## config.mk

```make
export PLATFORM = sky130hd
export DESIGN_NAME = enqueue_sched
export DESIGN_NICKNAME = d
export VERILOG_FILES = /design/src/rtl/nvio_enq_pkg.sv /design/src/rtl/enq_scan.sv /design/src/rtl/enqueue_sched.sv
export SDC_FILE = /design/constraint.sdc
export NUM_CORES = 1
export LEC_CHECK = 0
export BUFFER_PORTS_ARGS = -buffer_cell sky130_fd_sc_hd__buf_2
export CAP_MARGIN = 20
export CORE_MARGIN = 5
export CORE_UTILIZATION = 55
export CTS_BUF_LIST = sky130_fd_sc_hd__clkbuf_8
export DETAILED_ROUTE_END_ITERATION = 12
export MAX_ROUTING_LAYER = met4
export PLACE_DENSITY = 0.78
export SETUP_SLACK_MARGIN = 0.5
export SYNTH_ARGS = -nofsm -noshare
export SYNTH_HDL_FRONTEND = slang
export SYNTH_SLANG_ARGS = --single-unit
```

## constraint.sdc

```tcl
create_clock -name clk -period 5 [get_ports clk]
set_clock_uncertainty 0.15 [all_clocks]
set_input_delay 0.5 -clock clk [delete_from_list [all_inputs] [get_ports clk]]
set_output_delay 0.5 -clock clk [all_outputs]
set_load 0.02 [all_outputs]
```

## src/rtl/nvio_enq_pkg.sv

```systemverilog
// Shared types and constants for the fetch-bundle enqueue scheduler.
package nvio_enq_pkg;

   localparam int QSLOTS = 3;
   localparam int FREEW  = 4;
   localparam int LSMW   = 5;

   typedef enum logic {
      IDLE = 1'b0,
      LSM  = 1'b1
   } enq_state_t;

   function automatic logic [1:0] first_valid(input logic [QSLOTS-1:0] v);
      first_valid = 2'd0;
      for (int k = QSLOTS - 1; k >= 0; k--) begin
         if (v[k]) first_valid = 2'(k);
      end
   endfunction

endpackage

```

## src/rtl/enq_scan.sv

```systemverilog
// Combinational in-order scan of a fresh bundle against the free-entry budget;
// stops at the first LSM slot, which the caller sequences.
module enq_scan
   import nvio_enq_pkg::*;
(
   input  logic [QSLOTS-1:0] slotv,
   input  logic [QSLOTS-1:0] slot_lsm,
   input  logic [FREEW-1:0]  q_free,
   output logic [QSLOTS-1:0] enq_v,
   output logic [2:0]        queued_cnt,
   output logic              hit_lsm,
   output logic [1:0]        lsm_k
);

   logic [FREEW-1:0] budget;
   logic             stop;

   always_comb begin
      enq_v      = '0;
      queued_cnt = 3'd0;
      hit_lsm    = 1'b0;
      lsm_k      = 2'd0;
      budget     = q_free;
      stop       = 1'b0;
      for (int k = 0; k < QSLOTS; k++) begin
         if (slotv[k] && !stop) begin
            if (budget == '0) begin
               stop = 1'b1;
            end else if (slot_lsm[k]) begin
               // LSM slot: first micro-op issues here, completion decided by caller
               enq_v[k] = 1'b1;
               hit_lsm  = 1'b1;
               lsm_k    = 2'(k);
               stop     = 1'b1;
            end else begin
               enq_v[k]   = 1'b1;
               queued_cnt = queued_cnt + 3'd1;
               budget     = budget - FREEW'(1);
            end
         end
      end
   end

endmodule

```

## src/rtl/enqueue_sched.sv

```systemverilog
// Enqueue scheduler top: IDLE/LSM sequencer around enq_scan, with all outputs
// combinational so slot tracking can consume them in the same cycle.
module enqueue_sched
   import nvio_enq_pkg::*;
(
   input  logic                   clk,
   input  logic                   rst,
   input  logic                   branchmiss,
   input  logic [QSLOTS-1:0]      slotv,
   input  logic [QSLOTS-1:0]      slot_lsm,
   input  logic [QSLOTS*LSMW-1:0] lsm_cnt,
   input  logic [FREEW-1:0]       q_free,
   output logic [2:0]             queuedCnt,
   output logic [QSLOTS-1:0]      lsm,
   output logic                   nextb,
   output logic [QSLOTS-1:0]      enq_v,
   output logic [LSMW-1:0]        uop_idx,
   output logic                   busy
);

   enq_state_t       st_q, st_d;
   logic [1:0]       lsm_slot_q, lsm_slot_d;
   logic [LSMW-1:0]  lsm_rem_q, lsm_rem_d;
   logic [LSMW-1:0]  lsm_idx_q, lsm_idx_d;

   logic [QSLOTS-1:0] sc_enq_v;
   logic [2:0]        sc_cnt;
   logic              sc_hit;
   logic [1:0]        sc_k;

   logic [LSMW-1:0]   n_raw, n_eff;
   logic [QSLOTS-1:0] held_oh, new_oh, consumed;

   enq_scan u_scan (
      .slotv      (slotv),
      .slot_lsm   (slot_lsm),
      .q_free     (q_free),
      .enq_v      (sc_enq_v),
      .queued_cnt (sc_cnt),
      .hit_lsm    (sc_hit),
      .lsm_k      (sc_k)
   );

   assign held_oh = QSLOTS'(1) << lsm_slot_q;
   assign new_oh  = QSLOTS'(1) << sc_k;

   always_comb begin
      n_raw = '0;
      for (int k = 0; k < QSLOTS; k++) begin
         if (sc_k == 2'(k)) n_raw = lsm_cnt[k*LSMW +: LSMW];
      end
      n_eff = (n_raw == '0) ? LSMW'(1) : n_raw;
   end

   always_comb begin
      st_d       = st_q;
      lsm_slot_d = lsm_slot_q;
      lsm_rem_d  = lsm_rem_q;
      lsm_idx_d  = lsm_idx_q;
      queuedCnt  = 3'd0;
      lsm        = '0;
      enq_v      = '0;
      uop_idx    = '0;
      consumed   = '0;
      busy       = (st_q == LSM);

      if (st_q == IDLE) begin
         enq_v     = sc_enq_v;
         queuedCnt = sc_cnt;
         consumed  = sc_enq_v;
         if (sc_hit) begin
            if (n_eff == LSMW'(1)) begin
               queuedCnt = sc_cnt + 3'd1;
            end else begin
               lsm        = new_oh;
               consumed   = sc_enq_v & ~new_oh;
               st_d       = LSM;
               lsm_slot_d = sc_k;
               lsm_rem_d  = n_eff - LSMW'(1);
               lsm_idx_d  = LSMW'(1);
            end
         end
      end else begin
         if (q_free != '0 && (slotv & held_oh) != '0) begin
            enq_v     = held_oh;
            uop_idx   = lsm_idx_q;
            lsm_idx_d = lsm_idx_q + LSMW'(1);
            lsm_rem_d = lsm_rem_q - LSMW'(1);
            if (lsm_rem_q == LSMW'(1)) begin
               queuedCnt = 3'd1;
               consumed  = held_oh;
               st_d      = IDLE;
               lsm_rem_d = '0;
               lsm_idx_d = '0;
            end else begin
               lsm = held_oh;
            end
         end else begin
            lsm = held_oh;
         end
      end

      nextb = (consumed == slotv);

      // A flush kills everything in flight, including a completing LSM.
      if (branchmiss) begin
         st_d       = IDLE;
         lsm_slot_d = '0;
         lsm_rem_d  = '0;
         lsm_idx_d  = '0;
      end
      if (branchmiss || !rst) begin
         queuedCnt = 3'd0;
         lsm       = '0;
         enq_v     = '0;
         uop_idx   = '0;
         nextb     = 1'b0;
         busy      = 1'b0;
      end
   end

   always_ff @(posedge clk or negedge rst) begin
      if (!rst) begin
         st_q       <= IDLE;
         lsm_slot_q <= '0;
         lsm_rem_q  <= '0;
         lsm_idx_q  <= '0;
      end else begin
         st_q       <= st_d;
         lsm_slot_q <= lsm_slot_d;
         lsm_rem_q  <= lsm_rem_d;
         lsm_idx_q  <= lsm_idx_d;
      end
   end

endmodule
```

==> reports/metrics.csv, run 1 <==
stage;metric;value;unit
global_routing;grt_max_degree;17;
power;p_sw;0.000189;W
route;routed_wl;5710;um
route;drt_iter0_markers;364;
cells_and_area;utilization;0.795;
timing;layout_setup_ws;461;ps
route;first_pass_iters;5;
logic_synthesis;synth_edf_count;0;
logic_synthesis;synth_compound_area_frac;0.318;
power;p_leak;1.10;nW
route;routedWlPerCell;17.5;um
run;maxCapViolations;0;
logic_synthesis;synth.avg_cell_area;7.86;sq um
cells_and_area;regArea;325;sq um
floorplanning;die_h;66.1;um
timing;clock.fmax;220;MHz
setup_path;r2r_start;lsm_slot_q[0]$_DFFE_PN0P_;
logic_synthesis;synth_top_family_by_area;compound AO/OA/AOI/OAI gates;
setup_path;critPathRequiredTime;4350;ps
logic_synthesis;synth_cell_types;64;
setup_path;critPathKind;in -> out;
logic_synthesis;yosys.area_share.adder;0.0724;
timing;max_slew.worst_pin.slew;637;ps
logic_synthesis;yosysSeqAreaShare;0.188;
timing;slew_headroom;0.567;
min_path;hold_path_class;in -> async;
cells_and_area;fin_nets;321;
cells_and_area;final_common_cell;buf_2;
logic_synthesis;ys_seq_elements;13;
cts;insertion_delay;250;ps
cts;cts_sinks;13;
setup_path;rr_worst_depth;8;
setup_path;cp-startpoint;q_free[1];
cells_and_area;multi_input_area;0.00151;sq mm
floorplanning;chipWidth;66.1;um
timing;setup_violations;0;
placed_design;gp_congestion;0.876;
run_status;outcome;finished with violations;
setup_path;crit_path_end_kind;output pin;
timing;final.min_clock_period;4540;ps
power;p_sw_frac;0.403;
cells_and_area;fillers;208;
route;viasPerCell;6.30;
route;ant_nets;0;
power;p_int;0.000280;W
power;cellPowerDensity;195;mW/mm^2
cts;cts_tree;done;
global_routing;grt_use_total;0.251;
logic_synthesis;synth_mux_area_frac;0.0478;
logic_synthesis;async_flop_share;1.00;
run_status;violations;hold timing;
route;drc;0;
setup_path;regToRegSetupSlack;2610;ps
logic_synthesis;synth_xor_area_frac;0.0253;
logic_synthesis;synth_area;0.00173;sq mm
setup_path;reg2reg_to;lsm_rem_q[1]$_DFFE_PN0P_;
logic_synthesis;synth_top_flop_cell;dfrtp_1;
setup_path;arrival;3890;ps
logic_synthesis;syn-num-nets;258;
cells_and_area;drive_gt1_frac;0.383;
timing;finalSetupTns;0;ps
logic_synthesis;postSynthCellCount;220;
floorplanning;dieArea;0.00437;sq mm
floorplanning;initial_utilization;0.571;
cts;cts_buffer_depth;2;
power;pwr-share-clk;0.201;
setup_path;crit_fanout;5;
placed_design;port-buffer-count;43;
cts;htree_levels;1;
floorplanning;num_io_pins;44;
cells_and_area;area_delta_synth_final;39.2;%
cts;path_clk_slew;60;ps
floorplanning;rows;20;
global_routing;grt_overflow_total;0;
timing;slew_violations;0;
logic_synthesis;synth_warnings;0;
cells_and_area;diodes;0;
setup_path;worstSetupStartpointType;primary input;
timing;holdWs;-17.2;ps
logic_synthesis;synth-simple-area-share;0.303;
floorplanning;coreArea;0.00303;sq mm
cts;cts-buffers-inserted;3;
global_routing;antenna_found_initial;0;
cells_and_area;final_cell_mix;buf_2 (38), nand2_1 (21), nor2_1 (20), buf_4 (20), inv_1 (15);
power;ir_worst_vdd;0.160;mV
route;vias;2055;
placed_design;pre_cts_ws;109;ps
power;power_frac_comb;0.510;
global_routing;grt_pass1_wl;8530;um
timing;period_share;0.908;
timing;hold_violations;13;
placed_design;hpwl;3750;um
cts;root_buffer;clkbuf_8;
power;power_frac_seq;0.289;
timing;rsz0062_at_grt;yes;
global_routing;grt_pass1_vias;1878;
[kinds of logic (layout without fill, tap and decap cells)]
kind of cell | count (synthesis) | after routing
simple gates | 96 | 96
buf+inv | 21 | 83
compound gates | 67 | 67
mux | 8 | 8
fa+ha+maj | 10 | 10
xor+xnor | 5 | 5
flops | 13 | 13
[worst max-delay path, cell delays in order]
cell and delay, ps:
buf_8 100, inv_4 60, ha_4 130, nor3b_4 340
nor2_4 90, o21ai_2 150, ha_2 280, and2_4 130
o221a_4 120, or2_4 260, a2111o_1 440, o221ai_2 90
a41oi_2 180, inv_2 100, ha_4 140, nand4_4 70
or3b_4 380, a21oi_2 150, buf_4 160
[cell type report]
cell class	instances	area share
Multi-Input combinational cell	186	0.625
Timing Repair Buffer	62	0.165
Sequential cell	13	0.135
Inverter	17	0.0327
Tap cell	44	0.0229
Clock buffer	3	0.0172
Clock inverter	1	0.00156
[synth_stat cells (3+ instances only)]
cell,number,area share
a211oi_1,4,0.017
a21oi_1,7,0.020
a41oi_1,3,0.015
and2_1,3,0.011
and3_1,8,0.029
clkbuf_1,3,0.0065
dfrtp_1,13,0.19
ha_1,10,0.072
inv_1,17,0.037
mux2i_1,6,0.035
nand2_1,22,0.048
nand2b_1,4,0.014
nand3_1,8,0.023
nor2_1,22,0.048
nor2b_1,5,0.018
nor3_1,7,0.020
o21a_1,3,0.013
o21ai_0,7,0.020
o21ai_1,3,0.0087
o22ai_1,3,0.011
o2bb2ai_1,8,0.041
xnor2_1,3,0.015
[layer usage]
layer / routed length (um) / global-route usage / vias up
li1: - / - / 957
met4: 115 / 0.0431 / 0
met2: 2890 / 0.422 / 117
met1: 2310 / 0.328 / 965
met5: 0 / - / -
met3: 397 / 0.0340 / 16
[power by group through the flow]
stage | clock [W] | combinational (W) | sequential (W)
after floorplan | 0 | 0.000144 | 0.000129
after global placement | 0 | 0.000194 | 0.000136
after detailed placement | 0 | 0.000196 | 0.000136
after CTS | 0.0000940 | 0.000212 | 0.000135
after global routing | 0.000100 | 0.000260 | 0.000138
final | 0.0000943 | 0.000239 | 0.000135
[repair_timing]
item | CTS | global route
hold buffers | 0 | 0
resized for setup | 24 | 30
endpoints found under the setup margin | 7 | 7
buffers inserted | 5 | 8
pin swaps | 12 | 14
[state kept, by name (all words and copies together), names as in the netlist]
signal,count
st_q,1
lsm_slot_q,2
lsm_rem_q,5
lsm_idx_q,5
[worst max path at each step]
stage                         to  slack, ps  cells past startpoint
CTS                 queuedCnt[2]        500                     19
detailed placement  queuedCnt[2]        110                     19
global placement    queuedCnt[1]        220                     20
floorplan           queuedCnt[2]        460                     18
finish              queuedCnt[2]        460                     19
global route        queuedCnt[2]        340                     19
[metrics by stage]
stage | power (W) | std cells | hold slack (ps) | cell area, sq um
after floorplan | 0.000273 | 220 | 54.4 | 1740
after global placement | 0.000330 | 309 | 262 | 2040
after detailed placement | 0.000332 | 309 | 265 | 2040
after CTS | 0.000441 | 318 | 2.25 | 2220
after global routing | 0.000499 | 326 | 5.37 | 2410
final | 0.000468 | 326 | -17.2 | 2410
(Power assumes the default switching activity.)
==> run 2, diff against run 1 <==
--- a/config.mk
+++ b/config.mk
@@ -11,8 +11,9 @@
 export CORE_UTILIZATION = 55
 export CTS_BUF_LIST = sky130_fd_sc_hd__clkbuf_8
 export DETAILED_ROUTE_END_ITERATION = 12
+export GPL_TIMING_DRIVEN = 1
 export MAX_ROUTING_LAYER = met4
-export PLACE_DENSITY = 0.78
+export PLACE_DENSITY = 0.82
 export SETUP_SLACK_MARGIN = 0.5
 export SYNTH_ARGS = -nofsm -noshare
 export SYNTH_HDL_FRONTEND = slang
==> reports/metrics.csv, run 2 (synthesis results as in run 1) <==
stage;metric;value;unit
run_status;outcome;complete, no violations;
placed_design;pre_cts_ws;88.3;ps
placed_design;port-buffer-count;43;
setup_path;worstSetupStartpointType;primary input;
cells_and_area;reg_top3;lsm_idx_q x5, lsm_rem_q x5, lsm_slot_q x2;
route;routed_wl;5580;um
cells_and_area;final_cell_mix;buf_2 (38), nand2_1 (22), nor2_1 (20);
floorplanning;chipWidth;66.1;um
min_path;hold_path_class;in -> async;
route;drc;0;
placed_design;hpwl;3770;um
floorplanning;dieArea;0.00437;sq mm
setup_path;critPathRequiredTime;4350;ps
route;viasPerCell;6.26;
power;total_power;0.000459;W
floorplanning;num_io_pins;44;
floorplanning;initial_utilization;0.571;
route;vias;2021;
cts;cts-buffers-inserted;3;
global_routing;grt_use_total;0.244;
setup_path;crit_fanout;5;
cts;insertion_delay;240;ps
setup_path;cp-startpoint;q_free[1];
setup_path;arrival;3920;ps
timing;slew_headroom;0.331;
route;first_pass_iters;5;
floorplanning;rows;20;
cells_and_area;drive_gt1_frac;0.358;
timing;setup_violations;0;
cells_and_area;stdcell_count;323;
timing;slew_violations;0;
timing;hold_violations;0;
global_routing;grt_max_degree;17;
placed_design;gp_congestion;0.891;
cts;cts_buffer_depth;2;
cells_and_area;final_common_cell;buf_2;
timing;rsz0062_at_grt;yes;
timing;finalSetupTns;0;ps
timing;max_slew.worst_pin.slew;975;ps
timing;holdWs;0.134;ps
setup_path;r2r_start;lsm_slot_q[0]$_DFFE_PN0P_;
cts;cts_tree;done;
cts;cts_sinks;13;
cells_and_area;fillers;211;
global_routing;grt_pass1_wl;8310;um
run;maxCapViolations;0;
power;cellPowerDensity;196;mW/mm^2
cts;root_buffer;clkbuf_8;
cells_and_area;diodes;0;
route;ant_nets;0;
cells_and_area;area_delta_synth_final;35.7;%
setup_path;critPathKind;in -> out;
timing;period_share;0.914;
timing;layout_setup_ws;432;ps
global_routing;grt_overflow_total;0;
cts;path_clk_slew;60;ps
route;drt_iter0_markers;279;
timing;clock.fmax;219;MHz
power;ir_worst_vdd;0.232;mV
setup_path;crit_path_end_kind;output pin;
floorplanning;coreArea;0.00303;sq mm
global_routing;antenna_found_initial;0;
cells_and_area;fin_nets;318;
route;routedWlPerCell;17.3;um
cts;htree_levels;1;
floorplanning;die_h;66.1;um
timing;final.min_clock_period;4570;ps
global_routing;grt_pass1_vias;1817;
placed_design;dp.cells;309;
power;p_leak;1.06;nW
==> run 2: final cells by class <==
| class | instances | area (sq um) | share of cell area |
|---|---|---|---|
| multi-input combinational | 186 | 1470 | 0.627 |
| timing repair buffer | 59 | 372 | 0.158 |
| sequential | 13 | 325 | 0.139 |
| inverter | 17 | 78.8 | 0.0336 |
| tap | 44 | 55.1 | 0.0235 |
| clock buffer | 3 | 41.3 | 0.0176 |
| clock inverter | 1 | 3.75 | 0.00160 |
==> run 2: metal layers <==
metal  part of all wire  global-route usage  vias to the layer above
li1                   -                   -                      959
met1               0.41               0.322                      937
met2               0.50               0.398                      104
met3              0.065              0.0459                       21
met4              0.024              0.0355                        0
met5                  0                   -                        -
==> run 2: final timing paths <==
path / endpoint / slack [ps] / depth (start not counted)
min: lsm_idx_q[2]$_DFFE_PN0P_ / 0.1 / 1
min reg2reg: lsm_idx_q[4]$_DFFE_PN0P_ / 360 / 1
max in group asynchronous: lsm_rem_q[4]$_DFFE_PN0P_ / 4450 / 1
max: queuedCnt[2] / 430 / 20
max reg2reg: lsm_idx_q[1]$_DFFE_PN0P_ / 2630 / 8
min in group clk: st_q$_DFF_PN0_ / 340 / 2
==> run 2: where the power goes <==
| group | leakage, nW | total, W | switching [W] | internal (W) |
|---|---|---|---|---|
| logic | 0.866 | 0.000234 | 0.000131 | 0.000102 |
| clock network | 0.0269 | 0.0000897 | 0.0000357 | 0.0000540 |
| registers | 0.172 | 0.000136 | 0.0000169 | 0.000119 |
==> run 2: worst max-delay path, cell delays in order <==
cell      delay (ps)
buf_8            100
inv_4             50
ha_4             140
nor3b_4          310
nor2_2           110
nand2_1           90
o21ai_1           70
ha_2             200
nand2b_1         210
o311a_4          190
or2_4            250
a2111o_1         450
o221ai_4          80
a41oi_2          160
inv_2             90
ha_4             140
nand4_4           70
or3b_1           370
a21oi_2          160
buf_4            170
==> run 2: metrics by stage <==
| stage | utilization | area [sq um] |
|---|---|---|
| after floorplan | - | 1740 |
| after global placement | 0.674 | 2040 |
| after detailed placement | 0.674 | 2040 |
| after CTS | 0.729 | 2210 |
| after global routing | 0.775 | 2350 |
| final | 0.775 | 2350 |
==> run 2: what timing repair did <==
action                     in CTS  in global routing
setup buffers                   5                  5
setup endpoints to repair       7                  7
cloned                          0                  0
gates resized for setup        22                 22
pin swaps                      10                 12
hold buffers                    0                  0
